File: config.mk
export PLATFORM = sky130hd
export DESIGN_NAME = pyexec_host_bridge
export DESIGN_NICKNAME = d
export VERILOG_FILES = /design/src/rtl/pyexec_host_bridge.sv
export SDC_FILE = /design/constraint.sdc
export NUM_CORES = 1
export LEC_CHECK = 0
export BUFFER_PORTS_ARGS = -buffer_cell sky130_fd_sc_hd__buf_2
export CAP_MARGIN = 40
export CORE_MARGIN = 2
export CORE_UTILIZATION = 50
export DETAILED_ROUTE_END_ITERATION = 8
export PLACE_DENSITY = 0.75
export RECOVER_POWER = 50
export REMOVE_ABC_BUFFERS = 1
export SLEW_MARGIN = 5
export SYNTH_ARGS = -nofsm -noshare
export SYNTH_HDL_FRONTEND = slang
export SYNTH_SLANG_ARGS = --single-unit
File: constraint.sdc
create_clock -name clk -period 4.45 [get_ports clk]
set_input_delay 0.89 -clock clk [delete_from_list [all_inputs] [get_ports clk]]
set_output_delay 0.89 -clock clk [all_outputs]
set_load 0.05 [all_outputs]
File: src/rtl/pyexec_host_bridge.sv
// pyexec_host_bridge: services CPU PYEXEC requests through a host mailbox,
// checking return codes and per-channel digest stability, with a host
// watchdog and a selectable stop-on-error / record-and-continue policy.
//
// state     | meaning
// ----------+-------------------------------------------------------------
// IDLE      | waiting for py_req; late host_done strobes are ignored
// WAIT_HOST | host_req raised, waiting for host_done or watchdog expiry
// CHECK     | one cycle to classify the latched return code
// ACK       | py_ack high for one cycle, result presented
// WAIT_DROP | waiting for the CPU to release py_req (no double issue)
// FAULT     | absorbing error state until rst
module pyexec_host_bridge #(
    parameter int                DATA_W         = 32,
    parameter int                NUM_DIGEST     = 2,
    parameter logic [DATA_W-1:0] DIGEST_BASE    = 32'h5,
    parameter int                TIMEOUT_CYCLES = 50000,
    parameter int                CNT_W          = 16,
    parameter bit                STOP_ON_ERR    = 1'b1
) (
    input  logic                         clk,
    input  logic                         rst,
    input  logic                         py_req,
    input  logic [DATA_W-1:0]            py_code_addr,
    output logic                         py_ack,
    output logic [DATA_W-1:0]            py_result,
    output logic                         host_req,
    output logic [DATA_W-1:0]            host_code_addr,
    input  logic                         host_done,
    input  logic [DATA_W-1:0]            host_rc,
    output logic [NUM_DIGEST-1:0]        digest_valid,
    output logic [NUM_DIGEST*DATA_W-1:0] digest_first,
    output logic [CNT_W-1:0]             call_count,
    output logic                         err_valid,
    output logic [2:0]                   err_code,
    output logic [DATA_W-1:0]            err_addr
);

    typedef enum logic [2:0] {
        S_IDLE      = 3'd0,
        S_WAIT_HOST = 3'd1,
        S_CHECK     = 3'd2,
        S_ACK       = 3'd3,
        S_WAIT_DROP = 3'd4,
        S_FAULT     = 3'd5
    } state_t;

    localparam logic [2:0] ERR_RC_FAIL   = 3'd1;
    localparam logic [2:0] ERR_DIG_ZERO  = 3'd2;
    localparam logic [2:0] ERR_DIG_MISM  = 3'd3;
    localparam logic [2:0] ERR_TIMEOUT   = 3'd4;

    // Watchdog is a down-counter: loaded with TIMEOUT_CYCLES-1 when the
    // request is accepted, expiring on the WAIT_HOST edge where it reads zero.
    localparam int               TMR_W    = $clog2(TIMEOUT_CYCLES);
    localparam logic [TMR_W-1:0] TMR_LOAD = TMR_W'(TIMEOUT_CYCLES - 1);

    state_t                      r_state;
    state_t                      w_state_nxt;
    logic [TMR_W-1:0]            r_timer;
    logic [DATA_W-1:0]           r_rc;
    logic                        r_py_ack;
    logic [DATA_W-1:0]           r_py_result;
    logic                        r_host_req;
    logic [DATA_W-1:0]           r_host_code_addr;
    logic [NUM_DIGEST-1:0]       r_digest_valid;
    logic [NUM_DIGEST*DATA_W-1:0] r_digest_first;
    logic [CNT_W-1:0]            r_call_count;
    logic                        r_err_valid;
    logic [2:0]                  r_err_code;
    logic [DATA_W-1:0]           r_err_addr;

    logic [DATA_W-1:0]           w_offset;
    logic [NUM_DIGEST-1:0]       w_hit;
    logic                        w_is_digest;
    logic                        w_sel_valid;
    logic [DATA_W-1:0]           w_sel_first;
    logic                        w_raise;
    logic [2:0]                  w_raise_code;
    logic                        w_store;
    logic                        w_timeout;

    assign w_offset    = r_host_code_addr - DIGEST_BASE;
    assign w_is_digest = |w_hit;

    // Decode which digest channel (if any) owns the latched code address.
    always_comb begin
        w_hit       = '0;
        w_sel_valid = 1'b0;
        w_sel_first = '0;
        for (int k = 0; k < NUM_DIGEST; k++) begin
            w_hit[k] = (r_host_code_addr >= DIGEST_BASE) && (w_offset == DATA_W'(k));
            if (w_hit[k]) begin
                w_sel_valid = r_digest_valid[k];
                w_sel_first = r_digest_first[k*DATA_W +: DATA_W];
            end
        end
    end

    // Next-state and error classification.
    always_comb begin
        w_state_nxt  = r_state;
        w_raise      = 1'b0;
        w_raise_code = 3'd0;
        w_store      = 1'b0;
        w_timeout    = 1'b0;
        unique case (r_state)
            S_IDLE: begin
                if (py_req) w_state_nxt = S_WAIT_HOST;
            end
            S_WAIT_HOST: begin
                if (host_done) begin
                    w_state_nxt = S_CHECK;
                end else if (r_timer == '0) begin
                    w_timeout    = 1'b1;
                    w_raise      = 1'b1;
                    w_raise_code = ERR_TIMEOUT;
                    w_state_nxt  = STOP_ON_ERR ? S_FAULT : S_ACK;
                end
            end
            S_CHECK: begin
                if (!w_is_digest) begin
                    if (r_rc != '0) begin
                        w_raise      = 1'b1;
                        w_raise_code = ERR_RC_FAIL;
                    end
                end else if (r_rc == '0) begin
                    w_raise      = 1'b1;
                    w_raise_code = ERR_DIG_ZERO;
                end else if (!w_sel_valid) begin
                    w_store = 1'b1;
                end else if (r_rc != w_sel_first) begin
                    w_raise      = 1'b1;
                    w_raise_code = ERR_DIG_MISM;
                end
                w_state_nxt = (w_raise && STOP_ON_ERR) ? S_FAULT : S_ACK;
            end
            S_ACK: begin
                w_state_nxt = S_WAIT_DROP;
            end
            S_WAIT_DROP: begin
                if (!py_req) w_state_nxt = S_IDLE;
            end
            S_FAULT: begin
                w_state_nxt = S_FAULT;
            end
            default: begin
                w_state_nxt = S_IDLE;
            end
        endcase
    end

    // State register plus all registered outputs and datapath.
    always_ff @(posedge clk) begin
        if (rst) begin
            r_state          <= S_IDLE;
            r_timer          <= '0;
            r_rc             <= '0;
            r_py_ack         <= 1'b0;
            r_py_result      <= '0;
            r_host_req       <= 1'b0;
            r_host_code_addr <= '0;
            r_digest_valid   <= '0;
            r_digest_first   <= '0;
            r_call_count     <= '0;
            r_err_valid      <= 1'b0;
            r_err_code       <= 3'd0;
            r_err_addr       <= '0;
        end else begin
            r_state  <= w_state_nxt;
            r_py_ack <= (w_state_nxt == S_ACK);

            if (r_state == S_IDLE && py_req) begin
                r_host_code_addr <= py_code_addr;
                r_host_req       <= 1'b1;
                r_timer          <= TMR_LOAD;
            end

            if (r_state == S_WAIT_HOST) begin
                if (host_done) begin
                    r_rc       <= host_rc;
                    r_host_req <= 1'b0;
                end else if (w_timeout) begin
                    r_rc       <= '1;
                    r_host_req <= 1'b0;
                end else begin
                    r_timer <= r_timer - TMR_W'(1);
                end
            end

            if (w_state_nxt == S_ACK) begin
                r_py_result <= w_timeout ? '1 : r_rc;
                if (r_call_count != '1) r_call_count <= r_call_count + CNT_W'(1);
            end

            for (int k = 0; k < NUM_DIGEST; k++) begin
                if (w_store && w_hit[k]) begin
                    r_digest_valid[k]                  <= 1'b1;
                    r_digest_first[k*DATA_W +: DATA_W] <= r_rc;
                end
            end

            if (w_raise && !r_err_valid) begin
                r_err_valid <= 1'b1;
                r_err_code  <= w_raise_code;
                r_err_addr  <= r_host_code_addr;
            end
        end
    end

    assign py_ack         = r_py_ack;
    assign py_result      = r_py_result;
    assign host_req       = r_host_req;
    assign host_code_addr = r_host_code_addr;
    assign digest_valid   = r_digest_valid;
    assign digest_first   = r_digest_first;
    assign call_count     = r_call_count;
    assign err_valid      = r_err_valid;
    assign err_code       = r_err_code;
    assign err_addr       = r_err_addr;

endmodule

Word-level counts from Yosys, hierarchy flattened
Cells that the tools add are included.
Cells by class
  order comparisons: 1
  add/sub/neg operators: 3
  equality and inequality tests: 9
  reduce and logical (&&, ||, !) cells: 14
  multiplexer cells: 42
Operators with widths (count)
  2-to-1 mux 32 bit: 4
  logical NOT 32 bit: 2
  2-to-1 mux 16 bit: 4
  == test 32 x 1 -> 1 bit (second input constant): 1
  >= comparator 32 x 3 -> 1 bit (second input constant): 1
  != test 32 bit: 1
  nonzero test 32 bit: 1
  subtractor 32 x 3 -> 32 bit (second input constant): 1
  2-to-1 mux 3 bit: 8
  2-to-1 mux 1 bit: 20
  case mux 3 bit (6 select lines): 1
  adder 16 x 1 -> 16 bit (second input constant): 1
  logical NOT 16 bit: 1
  != test 16 bit (second input constant): 1
  subtractor 16 x 1 -> 16 bit (second input constant): 1
  == test 3 x 2 -> 1 bit (second input constant): 3
  == test 3 bit (second input constant): 2
  logical AND 1 bit: 6
  2-to-1 mux 2 bit: 3
  case mux 3 bit (2 select lines): 1
  == test 3 x 1 -> 1 bit (second input constant): 1
  logical NOT 3 bit: 1
  case mux 1 bit (2 select lines): 1
  AND reduction 2 bit: 1
  2 further kinds: 2
Word-level totals
  register bits: 235
  input bits: 68

Depth between registers and ports, before layout
  depth after elaboration: 15
  gate-level depth with buffers: 15

Worst setup path before layout
OpenSTA, ideal clock, no wires.
  path kind: reg-to-reg
  start point: reg r_host_code_addr[2], in the netlist host_code_addr[2]
  end point: reg r_call_count[9], in the netlist call_count[9]
  buffers on the path: 4
  library setup time: 0.123 ns
  stages on the path, launching flop included: 15
  arrival: 3.757 ns
  setup slack: 0.569 ns
  required time: 4.327 ns
  cells stage by stage: dfxtp_1 -> clkbuf_1 -> and3b_1 -> clkbuf_1 -> clkbuf_1 -> a22oi_1 -> xnor2_1 -> nor4_1 -> nand4_1 -> a22o_1 -> nor4_4 -> a21oi_2 -> buf_6 -> nor4_1 -> mux2_1
Between the ends
  word-level cells in the longest chain between the ends: 15
  elaborated cells on any way between the ends: 21
  those cells by class: add/sub: 1; order compare: 1; eq/ne: 3; mux: 11; reduce/logical: 5
Ends and longest elaborated chain
  start: declaration: RTL line 65  | logic [DATA_W-1:0] r_host_code_addr;
  start signal: assignment: RTL line 174  | r_host_code_addr <= py_code_addr;
  subtractor 32 x 3 -> 32 bit: RTL line 83  | assign w_offset = r_host_code_addr - DIGEST_BASE;
  logical NOT 32 bit: RTL line 92  | w_hit[k] = (r_host_code_addr >= DIGEST_BASE) && (w_offset == DATA_W'(k));
  logical AND 1 bit: RTL line 92
  2-to-1 mux 32 bit (2 in series): RTL line 93  | if (w_hit[k]) begin
  != test 32 bit: RTL line 132  | end else if (r_rc != w_sel_first) begin
  2-to-1 mux 1 bit: RTL line 132
  2-to-1 mux 1 bit: RTL line 130  | end else if (!w_sel_valid) begin
  2-to-1 mux 1 bit: RTL line 127  | end else if (r_rc == '0) begin
  2-to-1 mux 1 bit (*): RTL line 122  | if (!w_is_digest) begin
  2-to-1 mux 1 bit (*): RTL line 107  | unique case (r_state)
  2-to-1 mux 3 bit (*): RTL line 136  | w_state_nxt = (w_raise && STOP_ON_ERR) ? S_FAULT : S_ACK;
  case mux 3 bit (6 select lines) (*): RTL line 107
  == test 3 x 2 -> 1 bit (*): RTL line 191  | if (w_state_nxt == S_ACK) begin
  AND reduction 2 bit (no source line) (*)
  end signal: assignment: RTL line 193  | if (r_call_count != '1) r_call_count <= r_call_count + CNT_W'(1);
  end: declaration: RTL line 68  | logic [CNT_W-1:0] r_call_count;
Mark *: on every way between the ends. The rest lies on a longest branch, timed or not. The select of a mux whose other input is x is not followed.
A chain may end at the register's enable or synchronous reset.

Worst setup path after layout
  start point: reg r_host_code_addr[9], in the netlist host_code_addr[9]
  end point: reg r_call_count[4], in the netlist call_count[4]
The elaborated chain is that of the path after synthesis.

==> run summary <==
outcome - complete, but fails checks
DRT Pass-1 Iters - 7
Clock transition at path regs - 0.06 ns
XOR/XNOR Fraction of Synth Area - 0.0263
EDFF count, synth - 0
fmax - 254 MHz
residual DRC count - 0
worst-path cell chain - or4_1, or4_1, nor3_2, nand4_1, nor4_1, o22ai_1, nor4_4, a21oi_2, buf_6, or4_1, a21oi_1
pin count of the biggest net entering global routing - 117
worst reg2reg path startpoint - host_code_addr[9]
max incr delay on CP - 0.53 ns
RSZ-0062 raised after global routing - false
first-pass GRT wire length - 47500 um
Ys Warns - 0
worst vdd ir - 252 uV
total wire length - 29900 um
Critical Path End Type - flop
Root Buffer - clkbuf_16
Slew Viols, Final - 160
Unique masters post-synth - 63
setup ws final - 0.511 ns
failing checks - capacitance limit, slew limit
endpoints failing setup - 0
worst reg2reg path depth - 11
DR WL/cell - 17.1 um
Crit-path slowest cell - or4_1
register area share after synthesis - 0.456
number of port buffers - 251
DRT iter0 DRCs - 698
final worst path period need - 3.94 ns
max_slew headroom - -0.357
Mean Syn Cell Area - 8.22 um^2
CP most frequent cell - or4_1
crit path capture - call_count[4]
pre-CTS setup slack - 0.617 ns
die area - 21800 um^2
Final #Nets - 1533
Synth Area in Simple Gates - 0.279
WHS - 0.461 ns
antenna-violating nets left - 0
die width - 148 um
layout cells sized above 1 - 0.101
Yosys reg bits - 235
number of I/O pins - 252
clk buf depth - 3
Synth Flop Type - dfxtp_1
gr ovfl total - 0
reg2reg end - call_count[4]
mux contribution to synthesized area - 0.0405
Reg2Reg Setup Slack - 0.51 ns
final-report hold violation count - 0
Compound-Gate Fraction of Synth Area - 0.154
CTS Buf Count - 24
Core Rows - 52
H-tree Lvls - 1
hold crit path type - reg -> reg
Syn Inst Count - 1254
CP max FO - 24
Detail Placement HPWL - 19900 um
maxcap violations - 2
core area - 20200 um^2
via count - 9744
area growth from synthesis to layout - 19.1%
Slew @ Worst Pin - 2.04 ns
# clock sinks - 235
Die Y - 148 um
critical path startpoint - host_code_addr[9]
required time of the critical path - 4.85 ns
hold buffer count at CTS - 0
Leak Pwr - 4.18 nW
setup tns final - 0 ns
final worst path period share - 0.885
Setup Fix Bufs, Post-CTS - 0
Synth Area in Adders - 0.00243
worst-skew pair later-pin latency - 0.52 ns
pwr/cell area - 390 nW/um^2
crit start category - flop
asr flop ratio synth - 0
Final Skew - 0.0141 ns
Cell Area, Synth - 10300 um^2
Via density - 5.58
WP data arrival - 4.34 ns
post-cts resize count - 0
Final GP Congestion - 0.892
initial core utilization - 0.509
WS Path Type - reg -> reg
CTS tree - done
gr usage total - 0.264
vias in the first global route - 9068
largest family of logic cells by synthesized area - simple AND/OR/NAND/NOR gates
initial antenna violation count - 3
worst min path at each step:
stage	cells past startpoint	endpoint	slack, ns	startpoint
4_1_cts	1	py_result[7]	0.46	py_result[7]
2_1_floorplan	1	r_timer[15]	0.43	r_timer[15]
5_1_grt	1	py_result[21]	0.48	py_result[21]
3_5_place_dp	1	py_result[0]	0.44	py_result[0]
3_3_place_gp	1	py_result[29]	0.44	py_result[29]
6_report	1	py_result[21]	0.46	py_result[21]
report_power, final:
part / internal, mW / switching, mW / leakage, nW / total (mW)
clock: 1.14 / 0.818 / 0.365 / 1.96
sequential: 2.17 / 0.0908 / 1.90 / 2.26
combinational: 0.194 / 0.382 / 1.91 / 0.576
metal layers:
| metal | share of wire | routed length, um | GRT usage | vias up |
|---|---|---|---|---|
| met4 | 0.029 | 876 | 0.0894 | 0 |
| met5 | 0 | 0 | 0 | - |
| li1 | - | - | - | 4765 |
| met2 | 0.46 | 13900 | 0.429 | 317 |
| met3 | 0.074 | 2220 | 0.0540 | 60 |
| met1 | 0.43 | 13000 | 0.351 | 4602 |
cells in the final DEF, fill, tap and decap left out, types with 24 or more instances in the layout:
cell type / count
a21oi_1: 117
nor2_1: 140
nor3_1: 53
mux2i_1: 35
clkbuf_16: 25
nand2b_1: 69
dfxtp_1: 235
buf_2: 74
a22oi_1: 24
o2bb2ai_1: 32
nand2_1: 217
clkbuf_1: 182
logic make-up (layout without fill, tap and decap cells):
kind of cell               Yosys count  after routing
adders and majority gates            2              2
and+or+nand+nor                    598            598
AOI/OAI and AO/OA                  244            244
buffers and inverters              103            323
other                                0              3
DFF                                235            235
xor gates and xnor gates            31             31
muxes                               41             41
per-stage QoR:
step,total power [mW],utilization,area [um^2],std cells
finish,4.79,0.607,12300,1747
global route,4.96,0.606,12300,1746
CTS,4.82,0.618,12500,1744
detailed placement,2.88,0.581,11800,1707
global placement,2.87,0.581,11700,1706
floorplan,2.67,-,9930,1162
flip-flops by register name, summed over array words and instances, names as in the netlist:
signal	flops
py_ack	1
host_code_addr	32
call_count	16
err_addr	32
r_state	3
err_code	3
digest_first	64
host_req	1
r_timer	16
r_rc	32
py_result	32
err_valid	1
digest_valid	2
cells in the mapped netlist (all sizes together) (3+ instances only):
master | count | area [um^2]
a211oi | 9 | 67.6
a21oi | 118 | 594
a22o | 10 | 87.6
a22oi | 25 | 193
a31oi | 7 | 43.8
and3 | 5 | 31.3
and3b | 3 | 26.3
buf | 14 | 82.6
clkbuf | 78 | 295
dfxtp | 235 | 4700
inv | 11 | 41.3
mux2 | 6 | 67.6
mux2i | 35 | 350
nand2 | 217 | 815
nand2b | 69 | 432
nand3 | 15 | 75.1
nand3b | 3 | 22.5
nand4 | 12 | 75.1
nor2 | 142 | 541
nor2b | 9 | 56.3
nor3 | 54 | 275
nor3b | 4 | 30.0
nor4 | 25 | 199
nor4b | 5 | 43.8
o211ai | 4 | 30.0
o21a | 3 | 22.5
o21ai | 13 | 65.1
o2bb2ai | 32 | 280
o31ai | 7 | 52.6
or2 | 3 | 18.8
or3 | 6 | 37.5
or4 | 19 | 146
xnor2 | 20 | 175
xor2 | 11 | 96.3
final cells by class:
type,count,area [um^2]
Clock buffer,34,699
Sequential cell,235,4700
Antenna cell,3,7.51
Timing Repair Buffer,275,1240
Clock inverter,3,43.8
Fill cell,1938,7960
Inverter,11,41.3
Tap cell,270,338
Multi-Input combinational cell,916,5200
worst max-delay path, delay by kind of cell (launching register included):
kind | cells | cell delay [ns]
buffers and inverters | 1 | 0.19
AOI/OAI and AO/OA | 3 | 0.44
DFF | 1 | 0.37
and+or+nand+nor | 7 | 2.83
(Power assumes the default switching activity.)
